==> config.mk <==
export PLATFORM = sky130hd
export DESIGN_NAME = risc16_decode_stage
export DESIGN_NICKNAME = d
export VERILOG_FILES = /design/src/rtl/risc16_pkg.sv /design/src/rtl/risc16_regfile.sv /design/src/rtl/risc16_decode_stage.sv
export SDC_FILE = /design/constraint.sdc
export NUM_CORES = 1
export LEC_CHECK = 0
export CAP_MARGIN = 0
export CORE_AREA = 2 2 185 115
export CTS_CLUSTER_DIAMETER = 100
export DETAILED_ROUTE_END_ITERATION = 8
export DIE_AREA = 0 0 187 117
export GPL_TIMING_DRIVEN = 0
export HOLD_SLACK_MARGIN = 0.03
export PLACE_DENSITY = 0.8
export SLEW_MARGIN = 0
export SYNTH_ARGS = -nofsm -noshare
export SYNTH_HDL_FRONTEND = slang
export SYNTH_HIERARCHICAL = 1
export SYNTH_SLANG_ARGS = --single-unit
==> constraint.sdc <==
create_clock -name clk -period 2.66 [get_ports clk]
set_input_delay 0.532 -clock clk [delete_from_list [all_inputs] [get_ports clk]]
set_output_delay 0.532 -clock clk [all_outputs]
set_load 0.02 [all_outputs]
==> src/rtl/risc16_pkg.sv <==
// Shared RiSC-16 decode definitions: opcodes, ALU function codes, field positions.
// Consumed by the decode stage and by the execute-side RiSC16_alu.
package risc16_pkg;

    localparam int ALU_FUNCT_LEN = 2;

    localparam int OP_HI  = 15;
    localparam int OP_LO  = 13;
    localparam int RA_HI  = 12;
    localparam int RA_LO  = 10;
    localparam int RB_HI  = 9;
    localparam int RB_LO  = 7;
    localparam int RC_HI  = 2;
    localparam int RC_LO  = 0;
    localparam int IMM7_HI  = 6;
    localparam int IMM10_HI = 9;

    typedef enum logic [2:0] {
        OP_ADD  = 3'd0,
        OP_ADDI = 3'd1,
        OP_NAND = 3'd2,
        OP_LUI  = 3'd3,
        OP_SW   = 3'd4,
        OP_LW   = 3'd5,
        OP_BEQ  = 3'd6,
        OP_JALR = 3'd7
    } opcode_t;

    typedef enum logic [ALU_FUNCT_LEN-1:0] {
        ALU_ADD   = 2'd0,
        ALU_NAND  = 2'd1,
        ALU_PASSA = 2'd2,
        ALU_SUB   = 2'd3
    } aluFunct_t;

    typedef enum logic [1:0] {
        A_RB  = 2'd0,
        A_RA  = 2'd1,
        A_LUI = 2'd2
    } aSel_t;

    typedef enum logic [1:0] {
        B_RC   = 2'd0,
        B_RB   = 2'd1,
        B_IMM  = 2'd2,
        B_ZERO = 2'd3
    } bSel_t;

    typedef struct packed {
        aluFunct_t funct;
        aSel_t     aSel;
        bSel_t     bSel;
        logic      writes;
        logic      isStore;
    } ctrl_t;

    function automatic ctrl_t decodeOp(input opcode_t op);
        ctrl_t c;
        c = '{funct: ALU_ADD, aSel: A_RB, bSel: B_RC, writes: 1'b0, isStore: 1'b0};
        unique case (1'b1)
            op == OP_ADD:  c = '{ALU_ADD,   A_RB,  B_RC,   1'b1, 1'b0};
            op == OP_ADDI: c = '{ALU_ADD,   A_RB,  B_IMM,  1'b1, 1'b0};
            op == OP_NAND: c = '{ALU_NAND,  A_RB,  B_RC,   1'b1, 1'b0};
            op == OP_LUI:  c = '{ALU_PASSA, A_LUI, B_ZERO, 1'b1, 1'b0};
            op == OP_SW:   c = '{ALU_ADD,   A_RB,  B_IMM,  1'b0, 1'b1};
            op == OP_LW:   c = '{ALU_ADD,   A_RB,  B_IMM,  1'b1, 1'b0};
            op == OP_BEQ:  c = '{ALU_SUB,   A_RA,  B_RB,   1'b0, 1'b0};
            op == OP_JALR: c = '{ALU_PASSA, A_RB,  B_ZERO, 1'b1, 1'b0};
        endcase
        return c;
    endfunction

endpackage

==> src/rtl/risc16_regfile.sv <==
// RiSC-16 architectural register file: three async read ports, one sync write port.
// r0 is hardwired to zero; synchronous active-low clear.
module risc16_regfile #(
    parameter int WORD_LENGTH  = 16,
    parameter int REG_ADDR_LEN = 3
) (
    input  logic                    clk,
    input  logic                    rst_n,
    input  logic [REG_ADDR_LEN-1:0] rdAddrA,
    input  logic [REG_ADDR_LEN-1:0] rdAddrB,
    input  logic [REG_ADDR_LEN-1:0] rdAddrC,
    output logic [WORD_LENGTH-1:0]  rdDataA,
    output logic [WORD_LENGTH-1:0]  rdDataB,
    output logic [WORD_LENGTH-1:0]  rdDataC,
    input  logic                    wrEn,
    input  logic [REG_ADDR_LEN-1:0] wrAddr,
    input  logic [WORD_LENGTH-1:0]  wrData
);

    localparam int DEPTH = 1 << REG_ADDR_LEN;

    logic [WORD_LENGTH-1:0] regs [DEPTH];

    always_ff @(posedge clk) begin
        if (!rst_n) begin
            for (int i = 0; i < DEPTH; i++) begin
                regs[i] <= '0;
            end
        end else if (wrEn && wrAddr != '0) begin
            regs[wrAddr] <= wrData;
        end
    end

    assign rdDataA = (rdAddrA == '0) ? '0 : regs[rdAddrA];
    assign rdDataB = (rdAddrB == '0) ? '0 : regs[rdAddrB];
    assign rdDataC = (rdAddrC == '0) ? '0 : regs[rdAddrC];

endmodule

==> src/rtl/risc16_decode_stage.sv <==
// RiSC-16 decode/issue stage: decodes, reads the register file, registers ALU operands.
// Define RISC16_WB_BYPASS_EN to forward same-cycle writeback data into the operands.
module risc16_decode_stage
    import risc16_pkg::*;
#(
    parameter int WORD_LENGTH  = 16,
    parameter int REG_ADDR_LEN = 3
) (
    input  logic                     clk,
    input  logic                     rst_n,
    input  logic                     if_valid,
    output logic                     if_ready,
    input  logic [WORD_LENGTH-1:0]   if_instr,
    input  logic [WORD_LENGTH-1:0]   if_pc,
    input  logic                     flush,
    output logic                     ex_valid,
    input  logic                     ex_ready,
    output logic [WORD_LENGTH-1:0]   ex_srcA,
    output logic [WORD_LENGTH-1:0]   ex_srcB,
    output logic [ALU_FUNCT_LEN-1:0] ex_funct,
    output logic [2:0]               ex_opcode,
    output logic [REG_ADDR_LEN-1:0]  ex_dest,
    output logic                     ex_wen,
    output logic [WORD_LENGTH-1:0]   ex_store_data,
    output logic [WORD_LENGTH-1:0]   ex_imm,
    output logic [WORD_LENGTH-1:0]   ex_pc,
    input  logic                     wb_en,
    input  logic [REG_ADDR_LEN-1:0]  wb_addr,
    input  logic [WORD_LENGTH-1:0]   wb_data
);

    logic [REG_ADDR_LEN-1:0] rA, rB, rC;
    logic [WORD_LENGTH-1:0]  rdA, rdB, rdC;
    logic [WORD_LENGTH-1:0]  opA, opB, opC;
    logic [WORD_LENGTH-1:0]  immExt, luiVal;
    logic [WORD_LENGTH-1:0]  srcA, srcB;
    logic [2:0]              opcode;
    ctrl_t                   ctrl;
    logic                    exValid;

    assign opcode = if_instr[OP_HI:OP_LO];
    assign rA     = if_instr[RA_HI:RA_LO];
    assign rB     = if_instr[RB_HI:RB_LO];
    assign rC     = if_instr[RC_HI:RC_LO];
    assign immExt = {{(WORD_LENGTH-7){if_instr[IMM7_HI]}}, if_instr[IMM7_HI:0]};
    assign luiVal = WORD_LENGTH'({if_instr[IMM10_HI:0], 6'b0});
    assign ctrl   = decodeOp(opcode_t'(opcode));

    risc16_regfile #(
        .WORD_LENGTH (WORD_LENGTH),
        .REG_ADDR_LEN(REG_ADDR_LEN)
    ) uRegfile (
        .clk    (clk),
        .rst_n  (rst_n),
        .rdAddrA(rA),
        .rdAddrB(rB),
        .rdAddrC(rC),
        .rdDataA(rdA),
        .rdDataB(rdB),
        .rdDataC(rdC),
        .wrEn   (wb_en),
        .wrAddr (wb_addr),
        .wrData (wb_data)
    );

`ifdef RISC16_WB_BYPASS_EN
    assign opA = (wb_en && wb_addr == rA && rA != '0) ? wb_data : rdA;
    assign opB = (wb_en && wb_addr == rB && rB != '0) ? wb_data : rdB;
    assign opC = (wb_en && wb_addr == rC && rC != '0) ? wb_data : rdC;
`else
    assign opA = rdA;
    assign opB = rdB;
    assign opC = rdC;
`endif

    always_comb begin
        srcA = '0;
        unique case (ctrl.aSel)
            A_RB:    srcA = opB;
            A_RA:    srcA = opA;
            A_LUI:   srcA = luiVal;
            default: srcA = '0;
        endcase
    end

    always_comb begin
        srcB = '0;
        unique case (ctrl.bSel)
            B_RC:    srcB = opC;
            B_RB:    srcB = opB;
            B_IMM:   srcB = immExt;
            default: srcB = '0;
        endcase
    end

    assign if_ready = !exValid || ex_ready;
    assign ex_valid = exValid;

    // Flush outranks capture; a stalled issue register keeps every field.
    always_ff @(posedge clk) begin
        if (!rst_n) begin
            exValid       <= 1'b0;
            ex_srcA       <= '0;
            ex_srcB       <= '0;
            ex_funct      <= '0;
            ex_opcode     <= '0;
            ex_dest       <= '0;
            ex_wen        <= 1'b0;
            ex_store_data <= '0;
            ex_imm        <= '0;
            ex_pc         <= '0;
        end else if (flush) begin
            exValid <= 1'b0;
        end else if (if_ready) begin
            exValid <= if_valid;
            if (if_valid) begin
                ex_srcA       <= srcA;
                ex_srcB       <= srcB;
                ex_funct      <= ctrl.funct;
                ex_opcode     <= opcode;
                ex_dest       <= rA;
                ex_wen        <= ctrl.writes && (rA != '0);
                ex_store_data <= ctrl.isStore ? opA : '0;
                ex_imm        <= immExt;
                ex_pc         <= if_pc;
            end
        end
    end

endmodule

# After elaboration in Yosys (flattened, before gate mapping)
# Memory sizes are Yosys's and may differ from the RTL's.
# Index checks and enable logic that the tools add are counted.
[word_totals] ramBits=128 regBits=81 memories=1
[mem_list] name="uRegfile.regs" words=8 word_bits=16 rd=3 rd_ports_with_merged_regs=0 write_ports=8 line_no="risc16_regfile.sv:22" rtl="logic [WORD_LENGTH-1:0] regs [DEPTH];"
[op_classes] n_eq_ne=11 muxes=14 bitwise_logic=2 reduce_logical=16
[op_table] cell="case mux 16 bit (3 select lines)" n=2
[op_table] cell="2-to-1 mux 16 bit" n=5
[op_table] cell="case mux 8 bit (7 select lines)" n=1
[op_table] cell="OR reduction 16 bit" n=1
[op_table] cell="equality test 3 bit (second input constant)" n=4
[op_table] cell="logical NOT 3 bit" n=4
[op_table] cell="equality test 3 x 2 -> 1 bit (second input constant)" n=2
[op_table] cell="nonzero test 3 bit" n=2
[op_table] cell="2-to-1 mux 1 bit" n=5
[op_table] cell="equality test 2 x 1 -> 1 bit (second input constant)" n=2
[op_table] cell="equality test 2 bit (second input constant)" n=2
[op_table] cell="logical NOT 2 bit" n=2
[op_table] cell="OR reduction 2 bit" n=2
[op_table] cell="equality test 3 x 1 -> 1 bit (second input constant)" n=1
[op_table] cell="2-to-1 mux 3 bit" n=1
[op_table] cell="AND reduction 3 bit" n=1
[op_table] cell="logical AND 1 bit" n=2
[op_table] cell="NOT 1 bit" n=2
[op_table] cell="logical NOT 1 bit" n=1
[op_table] cell="logical OR 1 bit" n=1

# Longest topological paths before layout
[depth] word_depth=7 mapped_depth=10 depth_no_buf=7

# Cells and area by module
# Netlist, hierarchy kept.
[by_module_without_submodules] module="risc16_regfile" instances=1 area_each_um2=7417.1 cells_each=571
[by_module_without_submodules] module="risc16_decode_stage" instances=1 area_each_um2=3678.5 cells_each=430

# Least setup slack after synthesis
# No wires, ideal clock.
[synth_path] path_type="input-to-reg" start="input rst_n" end="memory uRegfile.regs[3][0] (enable)" cell_stages=3 setup_slack_ns=0.230 path_buffers=1 required_ns=2.249 arrival_ns=2.019 path_cell_list="buf_4 nand3_4 o21ai_0"
[synth_rtl] item="start: declaration" line_no="risc16_decode_stage.sv:10" rtl="input logic rst_n,"
[synth_rtl] item="end: declaration" line_no="risc16_regfile.sv:22"

# Final worst setup path
[layout_path] start="input if_instr[7]" end="register ex_srcB[12]"
[layout_between] elab_chain_len=3 word_cells_on_any_way=4 cone_classes="mux (2); reduce/logical (1); memory (1)"
[layout_lines] item="start: declaration" line_no="risc16_decode_stage.sv:13" rtl="input logic [WORD_LENGTH-1:0] if_instr,"
[layout_lines] item="memory (8 x 16 bit) or logical NOT 3 bit (tied branches)"
[layout_lines] item="2-to-1 mux 16 bit *" line_no="risc16_regfile.sv:35" rtl="assign rdDataB = (rdAddrB == '0) ? '0 : regs[rdAddrB];"
[layout_lines] item="named net opB[12]" line_no="risc16_decode_stage.sv:34" rtl="logic [WORD_LENGTH-1:0] opA, opB, opC;"
[layout_lines] item="case mux 16 bit (3 select lines) *" line_no="risc16_decode_stage.sv:88" rtl="unique case (ctrl.bSel)"
[layout_lines] item="end signal: assignment" line_no="risc16_decode_stage.sv:118" rtl="ex_srcB <= srcB;"
[layout_lines] item="end: declaration" line_no="risc16_decode_stage.sv:19" rtl="output logic [WORD_LENGTH-1:0] ex_srcB,"
# The timed path passes the listed nets; every way through them passes the cells marked *.
# A chain may end at the register's enable or synchronous reset.

==> summary.txt <==
Status
  – Status: complete, but fails checks
  – Violated checks: setup timing

Pwr
  – Peak supply drop: 0.483 mV
  – Overall Power: between 7 and 8 mW
  – Pwr dens: 541 mW/mm^2
  – Leak pwr: 5.07 nW

Critical path
  – CP dominant cell by count: buf_4
  – CP peak stage delay: 0.54 ns
  – Worst Path Required: 3.05 ns
  – Endpoint type of the worst setup path: flip-flop
  – Worst Setup Start Kind: primary input
  – Reg-to-Reg Start: uRegfile/regs[1][0]
  – Cell Chain, Critical Path: clkdlybuf4s50_1 -> buf_4 -> nand2b_1 -> buf_2 -> buf_4 -> a211oi_1 -> a311oi_1 -> nand3_1 -> a21oi_1 -> o21ai_0 -> a21boi_1
  – R2R depth: 6
  – Crit. Startpoint: if_instr[7]
  – Kind of critical path: primary input to flip-flop
  – Largest fanout on the critical path: 10
  – Slowest-stage cell, CP: a311oi_1
  – WP data arrival: approximately 3.1 ns

Cells and area
  – Commonest non-fill, non-tap cell in the layout: clkdlybuf4s50_1
  – Layout cells sized above 1: around 18%
  – Synthesis-to-finish area growth: 23.6%
  – Most frequent cells in the layout: 139 x clkdlybuf4s50_1, 115 x and2_1, 112 x edfxtp_1
  – Finished Cell Area: approximately 0.014 mm^2
  – Final Net Count: 1229

STA
  – Max Freq: between 300 and 400 MHz
  – Final period util: 100%
  – Worst Tran Pin Value: a little under 1 ns
  – Final Hold Viols: 0
  – RSZ-0062 raised after global routing: yes
  – Setup WS post-layout: -0.00363 ns
  – # setup viols final: 1
  – Slew Limit Headroom: approximately 34%
  – Min Tclk post-route: 2.66 ns
  – Slew Viols, Final: 0
  – Clock Skew: just under 0.009 ns

Route
  – Post-DR vias/cell: 6.53
  – Drt total wl: 37900 um
  – Final ANT Viol Nets: 0
  – DRC viols: 0
  – Routed len/inst: 25.9 um
  – Via Count: 9570
  – DRT Pass-1 Iters: 8
  – Initial DRC Count: between 1000 and 1500

Clocking
  – CTS root buffer: clkbuf_16
  – Reg clk slew, reported paths: around 0.070 ns
  – Hold-fix buffers at CTS: 0
  – Worst skew pair latency: around 0.45 ns
  – CTS tree: done
  – Sink Count: ~190
  – H-tree depth: 4
  – TritonCTS Buffers: 17
  – CTS max path bufs: 2

Logic synthesis
  – Mapped Cells: between 1000 and 1500
  – Syn_nets: approximately 1100
  – Post-synthesis sequential area ratio: 44.9%
  – Synthesis Warnings: 6
  – Most common flop cell mapped by yosys: edfxtp_1
  – Seq cells post-synth: about 190
  – Post-Syn Area per Cell: 11.1 um^2
  – FFs w/ async S/R, synth: 0%
  – Mapped cell area: 0.0111 mm^2
  – Post-synth EDFFs: 112
  – Synth cell types: 52

Placement
  – RePlAce Congestion: 1.03
  – Port Buf Inserts: 145
  – DP Area: 0.0130 mm^2
  – Final HPWL DP: ~29000 um

Floorplan
  – I/O pins: 148
  – Die height: 117 um
  – Die area: 0.0219 mm^2
  – Core footprint: roughly 0.020 mm^2
  – Die W: ~190 um
  – Starting Density: a little over half
  – Row cnt: 41

GRT
  – Largest net degree at the start of global routing: 19
  – First-pass GRT wire length: roughly 55000 um
  – Initial antenna violation count: 0
  – Vias in the first global route: around 8900
  – Grt ovf: 0
  – GRT Total Usage: between 30% and 40%

Job
  – Max_cap viols: 0

Min path
  – Worst Hold Path Cells: 2
  – Min-delay src: ex_srcB[12]
  – Hold Crit Class: flip-flop to flip-flop
## registers in the layout, summed over array words and instances, names as in the netlist
| name | cells |
|---|---|
| ex_wen | 1 |
| ex_dest | 3 |
| ex_valid | 1 |
| ex_pc | 16 |
| ex_store_data | 16 |
| ex_srcB | 16 |
| uRegfile/regs | 112 |
| ex_imm | 7 |
| ex_srcA | 16 |
| ex_opcode | 3 |
| ex_funct | 2 |
## Yosys cell counts (all sizes together), types with 2 or more instances
cell type | instances | area [um^2]
a211oi | 18 | 135
a21boi | 44 | 330
a21oi | 22 | 110
a221oi | 80 | 863
a222oi | 14 | 140
a22o | 22 | 193
a22oi | 16 | 120
a311oi | 16 | 140
a31oi | 2 | 12.5
and2 | 115 | 719
and2b | 4 | 30.0
and3b | 2 | 17.5
buf | 68 | 566
clkbuf | 37 | 149
dfxtp | 81 | 1620
edfxtp | 112 | 3360
inv | 4 | 15.0
mux2 | 48 | 623
mux2i | 80 | 801
nand2 | 78 | 293
nand2b | 16 | 100
nand3 | 17 | 97.6
nand3b | 3 | 35.0
nor2 | 15 | 71.3
nor2b | 37 | 246
nor3 | 2 | 21.3
nor3b | 2 | 20.0
o21ai | 37 | 185
o22ai | 2 | 12.5
or3 | 3 | 18.8
## power breakdown
part	internal [mW]	total [mW]	switching, mW
Clock	1.25	2.51	1.26
Sequential	3.32	3.46	0.133
Combinational	0.629	1.45	0.826
Total	5.21	7.42	2.22
## per-layer routing
layer  up-vias  GRT usage, %  share of wire (%)
met1      4667          49.7                 44
met4         2          9.84                2.1
met2       664          48.9                 41
li1       4151             -                  -
met5         -          2.99               0.20
met3        86          11.5                 13
## area by class of cell
cell class | instances | area, um^2
sequential | 193 | 4980
buffer | 104 | 733
fill | 1569 | 6650
clock buffer | 18 | 439
multi-input combinational | 699 | 5490
antenna | 1 | 2.50
tap | 279 | 349
clock inverter | 14 | 119
inverter | 4 | 15.0
timing repair buffer | 153 | 1580
## worst paths after layout
path	slack (ns)	to
setup / recovery	-0.004	ex_srcB[12]
hold / removal	0.45	ex_srcB[12]
setup reg to reg	0.55	ex_srcA[0]
hold reg to reg	0.45	ex_srcB[12]
## cell families after synthesis
kind of cell              Yosys count  synth area share (%)
and+or+nand+nor                   296                  15.3
AOI/OAI and AO/OA                 274                  20.3
DFF                               193                  44.9
muxes                             128                  12.8
buffers and inverters             109                  6.57
xor gates and xnor gates            1                0.0789
## through the flow
| step | setup slack, ns | hold slack [ns] | setup TNS (ns) | std cells | utilization [%] |
|---|---|---|---|---|---|
| 2_1_floorplan | 0.230 | 0.528 | 0 | 1001 | - |
| 3_3_place_gp | -1.47 | 0.439 | -127.16 | 1425 | 63.3 |
| 3_5_place_dp | -0.572 | 0.442 | -14.29 | 1429 | 63.9 |
| 4_1_cts | 0.0179 | 0.451 | 0 | 1461 | 66.8 |
| 5_1_grt | -0.0637 | 0.464 | -0.0985 | 1464 | 67.3 |
| 6_report | -0.00363 | 0.447 | -0.00363 | 1465 | 67.4 |
## worst max-delay path, delay by kind of cell
kind / cells / cell delay (ns)
AO/OA/AOI/OAI: 5 / 1.08
buffers and inverters: 4 / 1.17
AND/OR/NAND/NOR: 2 / 0.25
## timing repair
action,in CTS,in global routing
gates resized for setup,8,26
endpoints found under the hold margin,0,0
buffers inserted,0,4
endpoints found under the setup margin,8,24
pin swaps,0,2
Note: power is estimated with default switching activity, not from simulation.
